--- src/rtl/graphic_register_scheduler_if.sv ---
// CPU-side and register-side signals of the sprite register update scheduler.
// master: CPU / VGA timing side driving pushes and vblank. slave: the scheduler.
interface graphic_register_scheduler_if #(
  parameter int unsigned N_SPRITES  = 8,
  parameter int unsigned FIFO_DEPTH = 4
);
  localparam int unsigned AW = $clog2(N_SPRITES);
  localparam int unsigned PW = $clog2(FIFO_DEPTH) + 1;

  logic                 cpu_write;
  logic [AW-1:0]        cpu_addr;
  logic [31:0]          cpu_data;
  logic                 cpu_ready;
  logic                 vblank;
  logic [N_SPRITES-1:0] reg_write;
  logic [31:0]          reg_write_data;
  logic [PW-1:0]        pending;
  logic                 busy;
  logic                 overflow;
  logic                 late;

  modport master (
    output cpu_write, cpu_addr, cpu_data, vblank,
    input  cpu_ready, reg_write, reg_write_data, pending, busy, overflow, late
  );

  modport slave (
    input  cpu_write, cpu_addr, cpu_data, vblank,
    output cpu_ready, reg_write, reg_write_data, pending, busy, overflow, late
  );
endinterface

--- src/rtl/graphic_register_scheduler.sv ---
// Frame-atomic sprite register update scheduler. CPU writes are queued in a
// small FIFO; on each vblank rising edge the entries queued at that edge are
// replayed one per cycle as one-hot register write strobes.
module graphic_register_scheduler #(
  parameter int unsigned N_SPRITES  = 8,
  parameter int unsigned FIFO_DEPTH = 4
) (
  input logic                          clk,
  input logic                          rst,
  graphic_register_scheduler_if.slave  bus
);
  localparam int unsigned AW   = $clog2(N_SPRITES);
  localparam int unsigned PtrW = $clog2(FIFO_DEPTH);
  localparam int unsigned CW   = PtrW + 1;

  typedef enum logic [0:0] {StIdle, StCommit} state_e;

  state_e               state_q;
  logic [AW-1:0]        addr_mem [FIFO_DEPTH];
  logic [31:0]          data_mem [FIFO_DEPTH];
  logic [PtrW-1:0]      wr_ptr_q, rd_ptr_q;
  logic [CW-1:0]        count_q, batch_q;
  logic                 vblank_q;
  logic                 overflow_q, late_q;
  logic [N_SPRITES-1:0] reg_write_q;
  logic [31:0]          reg_write_data_q;

  logic full, pop, push, rise, fall;

  assign full = (count_q == CW'(FIFO_DEPTH));
  // Every COMMIT cycle pops; the batch never exceeds the FIFO occupancy.
  assign pop  = (state_q == StCommit);
  // A pop frees a slot in the same cycle, so a push while full still fits.
  assign push = bus.cpu_write && (!full || pop);
  assign rise = bus.vblank && !vblank_q;
  assign fall = !bus.vblank && vblank_q;

  assign bus.cpu_ready      = !full;
  assign bus.pending        = count_q;
  assign bus.busy           = pop;
  assign bus.overflow       = overflow_q;
  assign bus.late           = late_q;
  assign bus.reg_write      = reg_write_q;
  assign bus.reg_write_data = reg_write_data_q;

  // FIFO storage; contents need no reset since occupancy is tracked by count_q.
  always_ff @(posedge clk) begin
    if (push) begin
      addr_mem[wr_ptr_q] <= bus.cpu_addr;
      data_mem[wr_ptr_q] <= bus.cpu_data;
    end
  end

  // FIFO pointers, occupancy and the sticky overflow flag.
  always_ff @(posedge clk) begin
    if (rst) begin
      wr_ptr_q   <= '0;
      rd_ptr_q   <= '0;
      count_q    <= '0;
      overflow_q <= 1'b0;
    end else begin
      if (push) wr_ptr_q <= wr_ptr_q + PtrW'(1);
      if (pop)  rd_ptr_q <= rd_ptr_q + PtrW'(1);
      case ({push, pop})
        2'b10:   count_q <= count_q + CW'(1);
        2'b01:   count_q <= count_q - CW'(1);
        default: count_q <= count_q;
      endcase
      if (bus.cpu_write && !push) overflow_q <= 1'b1;
    end
  end

  // Commit FSM: latch batch size on vblank rise, then strobe one entry per cycle.
  always_ff @(posedge clk) begin
    if (rst) begin
      state_q          <= StIdle;
      batch_q          <= '0;
      vblank_q         <= 1'b0;
      late_q           <= 1'b0;
      reg_write_q      <= '0;
      reg_write_data_q <= '0;
    end else begin
      vblank_q    <= bus.vblank;
      reg_write_q <= '0;
      unique case (state_q)
        StIdle: begin
          if (rise && (count_q != '0)) begin
            state_q <= StCommit;
            batch_q <= count_q;
          end
        end
        StCommit: begin
          // A second rise here is a glitch and deliberately does not reload.
          reg_write_q      <= N_SPRITES'(1) << addr_mem[rd_ptr_q];
          reg_write_data_q <= data_mem[rd_ptr_q];
          batch_q          <= batch_q - CW'(1);
          if (batch_q == CW'(1)) state_q <= StIdle;
          if (fall) late_q <= 1'b1;
        end
        default: state_q <= StIdle;
      endcase
    end
  end
endmodule

--- src/flat_wrapper.sv ---
// flat-port wrapper written by rule: the top's interface ports become plain ports
module graphic_register_scheduler_flat 
#(
  parameter int unsigned N_SPRITES  = 8,
  parameter int unsigned FIFO_DEPTH = 4
)
  (clk, rst, bus_cpu_write, bus_cpu_addr, bus_cpu_data, bus_vblank, bus_cpu_ready, bus_reg_write, bus_reg_write_data, bus_pending, bus_busy, bus_overflow, bus_late);
  graphic_register_scheduler_if #(.N_SPRITES(N_SPRITES), .FIFO_DEPTH(FIFO_DEPTH)) bus_i ();
  input logic clk;
  input logic rst;
  input wire logic [$bits(bus_i.cpu_write)-1:0] bus_cpu_write;
  input wire logic [$bits(bus_i.cpu_addr)-1:0] bus_cpu_addr;
  input wire logic [$bits(bus_i.cpu_data)-1:0] bus_cpu_data;
  input wire logic [$bits(bus_i.vblank)-1:0] bus_vblank;
  output wire logic [$bits(bus_i.cpu_ready)-1:0] bus_cpu_ready;
  output wire logic [$bits(bus_i.reg_write)-1:0] bus_reg_write;
  output wire logic [$bits(bus_i.reg_write_data)-1:0] bus_reg_write_data;
  output wire logic [$bits(bus_i.pending)-1:0] bus_pending;
  output wire logic [$bits(bus_i.busy)-1:0] bus_busy;
  output wire logic [$bits(bus_i.overflow)-1:0] bus_overflow;
  output wire logic [$bits(bus_i.late)-1:0] bus_late;
  assign bus_i.cpu_write = bus_cpu_write;
  assign bus_i.cpu_addr = bus_cpu_addr;
  assign bus_i.cpu_data = bus_cpu_data;
  assign bus_i.vblank = bus_vblank;
  assign bus_cpu_ready = bus_i.cpu_ready;
  assign bus_reg_write = bus_i.reg_write;
  assign bus_reg_write_data = bus_i.reg_write_data;
  assign bus_pending = bus_i.pending;
  assign bus_busy = bus_i.busy;
  assign bus_overflow = bus_i.overflow;
  assign bus_late = bus_i.late;
  graphic_register_scheduler #(.N_SPRITES(N_SPRITES), .FIFO_DEPTH(FIFO_DEPTH)) u_core (.clk(clk), .rst(rst), .bus(bus_i));
endmodule
--- config.mk ---
export PLATFORM = sky130hd
export DESIGN_NAME = graphic_register_scheduler_flat
export DESIGN_NICKNAME = d
export VERILOG_FILES = /design/src/rtl/graphic_register_scheduler_if.sv /design/src/rtl/graphic_register_scheduler.sv /design/src/flat_wrapper.sv
export SDC_FILE = /design/constraint.sdc
export NUM_CORES = 1
export LEC_CHECK = 0
export CORE_MARGIN = 10
export CORE_UTILIZATION = 55
export CTS_CLUSTER_DIAMETER = 40
export DETAILED_ROUTE_END_ITERATION = 8
export PLACE_DENSITY_LB_ADDON = 0.05
export SLEW_MARGIN = 15
export SYNTH_ARGS = -nofsm -noshare
export SYNTH_HDL_FRONTEND = slang
export SYNTH_SLANG_ARGS = --single-unit
--- constraint.sdc ---
create_clock -name clk -period 2.9 [get_ports clk]
set_input_delay 0.725 -clock clk [delete_from_list [all_inputs] [get_ports clk]]
set_output_delay 0.725 -clock clk [all_outputs]
set_load 0.03 [all_outputs]
==> results_dict.tcl, run 1 <==
set metrics [dict create \
    clock_path_buffers 2 \
    yosys_warnings 0 \
    synth.avg_cell_area_um2 18.1 \
    r2r_slack_ns 0.97 \
    tightest_slew_ns 0.699 \
    final_antenna_net_count 0 \
    layout_commonest_cell "edfxtp_1" \
    p_leak_nw 2.98 \
    crit_path_top_delay_cell "clkdlybuf4s50_1" \
    cap_violations 0 \
    relSlewSlack_pct 53.4 \
    fill_cells 910 \
    crit_required_ns 2.17 \
    initial_core_util_pct 55.5 \
    endpoint_kind "primary output" \
    dp_hpwl_um 8870 \
    track_usage_pct 15.2 \
    synth-seq-cells 196 \
    routed_wl_um 13400 \
    hp-class "flop to flop" \
    synth-edff-count 140 \
    area_growth_pct 23.4 \
    drt_first_pass_iters 5 \
    finalPower_mw 6.72 \
    num_rows 42 \
    arrival_ns 1.84 \
    synth_area_um2 7290 \
    startpoint "u_core.bus.pending[2]" \
    drv_slew 0 \
    min-delay-start "u_core.bus.late" \
    clock_skew_ns 0.00908 \
    antenna_found_initial 0 \
    final_cell_mix "edfxtp_1 (140), clkdlybuf4s50_1 (84), dfxtp_1 (53)" \
    cts_hold_buf 0 \
    min_period_ns 2.57 \
    synth_nets 448 \
    cts_num_sinks 196 \
    gp_congestion 0.685 \
    grt_pass1_wl_um 21200 \
    cts_resized 0 \
    min_period_over_period_pct 88.5 \
    grt_max_degree 35 \
    clk_transition_reported_paths_ns 0.06 \
    vias 3707 \
    setup-tns-final_ns 0 \
    final_layout_size_suffix_gt1_share_pct 16.7 \
    crit_buf_inv 2 \
    grt_pass1_vias 3931 \
    finalSetupViolations 0 \
    die_h_um 135 \
    cpPeakStageDelay_ns 0.60 \
    post_cts_buffers 0 \
    ir_drop_v 0.000453 \
    r2r-start "u_core.rd_ptr_q[0]" \
    vias_per_cell 5.37 \
    rsz0062_at_grt "false" \
    cp_top_family "buffers and inverters" \
    cts_tree "done" \
    die_area_um2 18300 \
    overflow 0 \
    ios 86 \
    h-tree-depth 4 \
    port-buffer-count 85 \
    cp-start-kind "flop" \
    synthArstFlopShare_pct 0 \
    dominantRegCellSynth "edfxtp_1" \
    cts_inserted_buffers 17 \
    core_region_area_um2 13100 \
    root_buffer "clkbuf_16" \
    drtIter0Drc 276 \
    synth-seq-area-share_pct 73.1 \
    crit_type "flop to primary output" \
    synthCells 402 \
    cellPowerDensity_nw_per_um2 747 \
    critical_path.cell_chain "nor3b_2, inv_2, clkdlybuf4s50_1" \
    n_antenna_cell 0 \
    yosysUniqueCellTypes 36 \
    wire_per_inst_um 19.4 \
    status "complete, no violations" \
    clk-insertion-delay-late_ns 0.43 \
    drc_errors 0 \
    hold_viol 0 \
    cp_max_fo 6 \
    chipWidth_um 135 \
    fin_nets 547 \
    fmax_mhz 390 \
]
[layout make-up]
cell class | count | area [µm²] | share of cell area (%)
Timing Repair Buffer | 100 | 1010 | 11.2
Sequential cell | 196 | 5330 | 59.2
Clock inverter | 9 | 151 | 1.68
Tap cell | 176 | 220 | 2.45
Multi-Input combinational cell | 175 | 1780 | 19.8
Clock buffer | 23 | 468 | 5.20
Inverter | 11 | 41.3 | 0.459
[stage by stage]
stage	instances	hold slack, ns	setup WS (ns)	area, µm²	utilization, %
2_1_floorplan	402	0.468	0.436	7290	-
3_3_place_gp	658	0.451	0.399	8380	63.8
3_5_place_dp	658	0.477	0.321	8380	63.8
4_1_cts	690	0.494	0.320	8990	68.5
5_1_grt	690	0.522	0.233	8990	68.5
6_report	690	0.482	0.333	8990	68.5
[tightest hold or removal path: cells and delay by family, from the launching register on]
| kind | cells | cell delay, ns |
|---|---|---|
| AND/OR/NAND/NOR | 1 | 0.07 |
| flip-flops | 1 | 0.33 |
| AO/OA/AOI/OAI | 1 | 0.04 |
[state kept, by name, summed over array words and instances, names as in the netlist, named ones only]
signal / cells
u_core.addr_mem: 12
u_core.batch_q: 3
u_core.bus.busy: 1
u_core.bus.late: 1
u_core.bus.overflow: 1
u_core.bus.pending: 3
u_core.bus.reg_write: 8
u_core.bus.reg_write_data: 32
u_core.data_mem: 128
u_core.rd_ptr_q: 2
u_core.vblank_q: 1
u_core.wr_ptr_q: 2
[layer usage]
layer | track usage, % | vias to the layer above | part of all wire, %
met5 | 0 | - | 0
met4 | 5.44 | 0 | 1.3
met3 | 4.05 | 12 | 4.4
met2 | 26.4 | 73 | 52
met1 | 17.8 | 1889 | 42
li1 | - | 1733 | -
[worst paths after layout]
| kind | to | cells past startpoint |
|---|---|---|
| max | bus_cpu_ready | 3 |
| min | u_core.bus.late | 2 |
| max reg2reg | u_core.bus.reg_write_data[21] | 4 |
| min reg2reg | u_core.bus.late | 2 |
[report_power, final]
| part | leakage [nW] | switching [mW] | total [mW] | internal [mW] |
|---|---|---|---|---|
| clock network | 0.302 | 0.952 | 2.44 | 1.49 |
| logic | 0.941 | 0.500 | 0.969 | 0.469 |
| registers | 1.74 | 0.106 | 3.31 | 3.21 |
[Yosys cell counts, types with 3 or more instances]
cell type  number  area, µm²
clkbuf_1        7       26.3
a21oi_1         6       30.0
dfxtp_1        56       1120
nor2b_1         5       31.3
nand2b_1        6       37.5
ha_1            6       75.1
mux2i_1        34        340
edfxtp_1      140       4200
buf_4           4       30.0
and2_1          4       25.0
inv_1          10       37.5
a221oi_1        4       35.0
nor2_1         49        184
nand2_1         4       15.0
buf_2           4       20.0
mux4_2         30        676
buf_12          3       60.1
mux4_1          5        131
o21ai_0         4       20.0
a211oi_1        3       22.5
[kinds of logic after synthesis]
kind of cell,count (synthesis),share of synthesized area [%]
adder cells (fa/ha/maj),7,1.30
AO/OA/AOI/OAI,21,2.01
AND/OR/NAND/NOR,74,4.69
flip-flops,196,73.1
buffers and inverters,31,2.64
multiplexers,70,15.9
XOR/XNOR,3,0.361
Power figures use the tool's default switching activity.
==> inputs of run 2 (changes only) <==
--- a/config.mk
+++ b/config.mk
@@ -10,5 +10,7 @@
 export CTS_CLUSTER_DIAMETER = 40
 export DETAILED_ROUTE_END_ITERATION = 8
+export MAX_ROUTING_LAYER = met4
 export PLACE_DENSITY_LB_ADDON = 0.05
+export SKIP_CTS_REPAIR_TIMING = 1
 export SLEW_MARGIN = 15
 export SYNTH_ARGS = -nofsm -noshare
==> constraint.sdc (replaced) <==
create_clock -name clk -period 2.9 [get_ports clk]
set_input_delay 0.435 -clock clk [delete_from_list [all_inputs] [get_ports clk]]
set_output_delay 0.435 -clock clk [all_outputs]
set_load 0.03 [all_outputs]
==> run 2 against run 1 <==
Net effect: flip-flop and latch count stayed put; highest routed layer unchanged; first-iteration DRC count shrank 4.3%; power decreased by 0.15%; critical endpoint unchanged; critical path type unchanged; largest power group unchanged.
==> results_dict.tcl, run 2 (synthesis gave the netlist of run 1 again) <==
set metrics [dict create \
    status "complete, no violations" \
    vias_per_cell 5.37 \
    pwr-share-comb_pct 14.1 \
    regArea_um2 5330 \
    clk-insertion-delay-late_ns 0.42 \
    die_h_um 135 \
    track_usage_pct 15.6 \
    wire_per_inst_um 19.1 \
    fin_nets 545 \
    dp.cells 656 \
    cellPowerDensity_nw_per_um2 749 \
    cp-start-kind "flop" \
    fmax_mhz 438 \
    p_int_mw 5.15 \
    routed_wl_um 13100 \
    drv_slew 0 \
    drt_first_pass_iters 4 \
    tightest_slew_ns 0.674 \
    largest-register "u_core.data_mem" \
    final_cell_mix "edfxtp_1 (140), clkdlybuf4s50_1 (84), dfxtp_1 (53)" \
    n_antenna_cell 0 \
    die_area_um2 18300 \
    initial_core_util_pct 55.5 \
    timing.hold.ws_ns 0.466 \
    ir_drop_v 0.000402 \
    clkPwrFrac_pct 36.5 \
    arrival_ns 1.85 \
    h-tree-depth 4 \
    cts_num_sinks 196 \
    chipWidth_um 135 \
    swShare_pct 23.2 \
    hold_viol 0 \
    gp_congestion 0.741 \
    layout_commonest_cell "edfxtp_1" \
    p_leak_nw 2.97 \
    min_period_over_period_pct 78.7 \
    grt_max_degree 33 \
    overflow 0 \
    final_layout_size_suffix_gt1_share_pct 17.0 \
    drc_errors 0 \
    ios 86 \
    hp-class "flop to flop" \
    place_area_um2 8340 \
    crit_required_ns 2.47 \
    r2r_slack_ns 0.96 \
    final_antenna_net_count 0 \
    seq_power_share_pct 49.4 \
    grt_pass1_wl_um 21000 \
    core_region_area_um2 13100 \
    endpoint_kind "primary output" \
    clk_transition_reported_paths_ns 0.06 \
    largest_reg_flops 128 \
    relSlewSlack_pct 55.1 \
    p_sw_mw 1.56 \
    root_buffer "clkbuf_16" \
    clock_path_buffers 2 \
    finalNonFillerCells 688 \
    drtIter0Drc 264 \
    area_growth_pct 23.0 \
    vias 3694 \
    cts_inserted_buffers 17 \
    min_period_ns 2.28 \
    clock_skew_ns 0.00841 \
    cp_max_fo 6 \
    port-buffer-count 85 \
    setup-tns-final_ns 0 \
    finalSetupViolations 0 \
    multi_input_area_um2 1780 \
    cap_violations 0 \
    final_area_um2 8970 \
    grt_pass1_vias 3890 \
    num_rows 42 \
    rsz0062_at_grt "false" \
    fill_cells 917 \
    crit_type "flop to primary output" \
    dp_hpwl_um 8660 \
    antenna_found_initial 0 \
    cts_tree "done" \
]
-- run 2: cell types whose count changed in the layout (fill, tap and decap cells not counted), sizes merged --
cell | previous run | this run
clkbuf | 23 | 19
buf | 16 | 14
clkinvlp | 1 | 3
clkinv | 3 | 4
inv | 12 | 13
-- run 2: metrics by stage --
step                power [mW]  util [%]  setup WS [ns]
CTS                       6.79      68.3          0.591
floorplan                 4.02         -          0.590
global placement          4.32      63.4          0.584
global route              6.97      68.3          0.502
detailed placement        4.34      63.4          0.496
finish                    6.71      68.3          0.618
-- run 2: power groups by stage --
stage                     Sequential [mW]  Combinational (mW)  Clock, mW
after floorplan                      3.45               0.569          0
after global placement               3.37               0.952          0
after global routing                 3.34                1.03       2.60
after CTS                            3.32               0.971       2.50
final                                3.31               0.950       2.45
after detailed placement             3.38               0.966          0
-- run 2: final cells by class --
type / instances / area share (%)
clock buffer: 19 / 5.05
clock inverter: 13 / 2.00
inverter: 11 / 0.460
multi-input combinational: 175 / 19.8
sequential: 196 / 59.4
tap: 176 / 2.46
timing repair buffer: 98 / 10.8
-- run 2: final timing paths --
kind | startpoint | to | depth (start not counted)
hold / removal | u_core.bus.overflow | u_core.bus.overflow | 2
setup / recovery | u_core.bus.pending[2] | bus_cpu_ready | 3
hold reg to reg | u_core.bus.overflow | u_core.bus.overflow | 2
setup reg to reg | u_core.rd_ptr_q[0] | u_core.bus.reg_write_data[4] | 4
-- run 2: routing by layer --
metal | track usage [%] | wire, µm | share of wire [%] | up-vias
met3 | 4.05 | 695 | 5.3 | 16
met4 | 6.76 | 178 | 1.4 | 0
met5 | - | 0 | 0 | -
met2 | 24.4 | 6640 | 51 | 103
met1 | 19.0 | 5620 | 43 | 1847
li1 | - | - | - | 1728
-- run 2: worst max-delay path, cell delays in order, from the launching register on --
cell             delay, ns
dfxtp_1               0.41
nor3b_2               0.30
inv_2                 0.11
clkdlybuf4s50_1       0.61
==> inputs of run 3 (changes only) <==
Clock period 2.9 ns to 2.1 ns, I/O delays scaled along.
==> run 3 against run 2 <==
Net effect: final cell count up 0.58%; first-iteration DRC count up 13%; combinational power up 47%; flip-flop and latch count unchanged; clock power up 25%; highest routed layer unchanged; global-route usage up 0.060 points; worst hold slack worse by 0.15 ns; clock skew about the same; power up 34%; register-to-register slack worse by 0.57 ns.
==> results_dict.tcl, run 3 (synthesis gave the netlist of run 1 again) <==
set metrics [dict create \
    ios 86 \
    crit_required_ns 1.78 \
    min_period_ns 1.92 \
    port-buffer-count 85 \
    antenna_found_initial 0 \
    critical_path.cell_chain "clkdlybuf4s50_1" \
    tightest_slew_ns 0.516 \
    min_period_over_period_pct 91.4 \
    ir_drop_v 0.000685 \
    dp.cells 660 \
    area_growth_pct 24.0 \
    clock_skew_ns 0.00793 \
    drtIter0Drc 297 \
    r2r_slack_ns 0.39 \
    arrival_ns 1.61 \
    grt_pass1_vias 3897 \
    cts_tree "done" \
    vias 3712 \
    crit_type "flop to primary output" \
    gp_congestion 0.794 \
    h-tree-depth 4 \
    final_layout_size_suffix_gt1_share_pct 17.6 \
    layout_commonest_cell "edfxtp_1" \
    final_area_um2 9040 \
    crit_path_top_delay_cell "clkdlybuf4s50_1" \
    cellPowerDensity_nw_per_um2 998 \
    root_buffer "clkbuf_16" \
    hp-class "primary input to flop" \
    r2r-start "u_core.bus.pending[2]" \
    final_cell_mix "edfxtp_1 (140), clkdlybuf4s50_1 (82), dfxtp_1 (53)" \
    final_antenna_net_count 0 \
    cts_inserted_buffers 17 \
    die_h_um 135 \
    num_rows 42 \
    grt_pass1_wl_um 21200 \
    clk_transition_reported_paths_ns 0.06 \
    dp_hpwl_um 8550 \
    largest-register "u_core.data_mem" \
    crit_buf_inv 1 \
    cp_top_family "buffers and inverters" \
    die_area_um2 18300 \
    place_area_um2 8470 \
    vias_per_cell 5.36 \
    cpPeakStageDelay_ns 0.73 \
    endpoint_kind "primary output" \
    relSlewSlack_pct 65.6 \
    routed_wl_um 13300 \
    largest_reg_flops 128 \
    drt_first_pass_iters 4 \
    cp_max_fo 7 \
    rsz0062_at_grt "false" \
    core_region_area_um2 13100 \
    overflow 0 \
    grt_max_degree 34 \
    fill_cells 877 \
    clock_path_buffers 2 \
    fmax_mhz 521 \
    track_usage_pct 15.7 \
    n_antenna_cell 0 \
    startpoint "u_core.bus.pending[1]" \
    p_leak_nw 3.01 \
    fin_nets 549 \
    cp-start-kind "flop" \
    chipWidth_um 135 \
    drc_errors 0 \
    wire_per_inst_um 19.2 \
    clk-insertion-delay-late_ns 0.42 \
    status "complete, no violations" \
    min-delay-start "rst" \
    initial_core_util_pct 55.5 \
    hold_viol 0 \
    cts_num_sinks 196 \
    drv_slew 0 \
    finalSetupViolations 0 \
    cap_violations 0 \
    finalNonFillerCells 692 \
]
## run 3: changes by cell type in the layout (fill, tap and decap cells not counted), sizes merged
cell	previous run	this run
dlymetal6s2s	0	2
clkinvlp	3	1
buf	14	18
bufinv	4	1
inv	13	19
clkinv	4	5
clkdlybuf4s50	84	82
clkbuf	19	17
## run 3: metal layers
metal  global-route usage [%]  vias up  wire length (µm)  share of wire (%)
met4                     4.96        0                76               0.57
li1                         -     1736                 -                  -
met1                     18.9     1886              5790                 43
met3                     4.35        6               593                4.5
met2                     25.3       84              6860                 51
met5                        -        -                 0                  0
## run 3: final timing paths
path / to / depth (start not counted)
max: bus_pending[1] / 1
min: u_core.bus.reg_write_data[7] / 2
max reg2reg: u_core.data_mem[3][18] / 5
min reg2reg: u_core.bus.overflow / 2
## run 3: per-stage QoR
step / total power, mW / hold slack (ns) / TNS, ns / worst slack [ns] / util, %
CTS: 9.14 / 0.294 / -0.131 / -0.0676 / 68.8
global route: 9.40 / 0.313 / 0 / 0.119 / 68.8
floorplan: 5.55 / 0.414 / 0 / 0.135 / -
detailed placement: 6.06 / 0.471 / 0 / 0.0863 / 64.4
global placement: 6.02 / 0.453 / 0 / 0.162 / 64.4
finish: 9.02 / 0.312 / 0 / 0.180 / 68.8
## run 3: power breakdown
group / leakage [nW] / switching, mW / total, mW / internal (mW)
combinational: 0.987 / 0.720 / 1.40 / 0.683
clock: 0.279 / 1.41 / 3.07 / 1.67
sequential: 1.74 / 0.120 / 4.55 / 4.43
total: 3.01 / 2.25 / 9.02 / 6.77
## run 3: area by class of cell
cell class / instances / area [µm²] / share of cell area, %
flip-flops and latches: 196 / 5330 / 59.0
clock inverters: 15 / 141 / 1.56
clock buffers: 17 / 425 / 4.71
multi-input cells: 175 / 1780 / 19.7
well taps: 176 / 220 / 2.44
inverters: 11 / 41.3 / 0.457
repair buffers: 102 / 1100 / 12.2
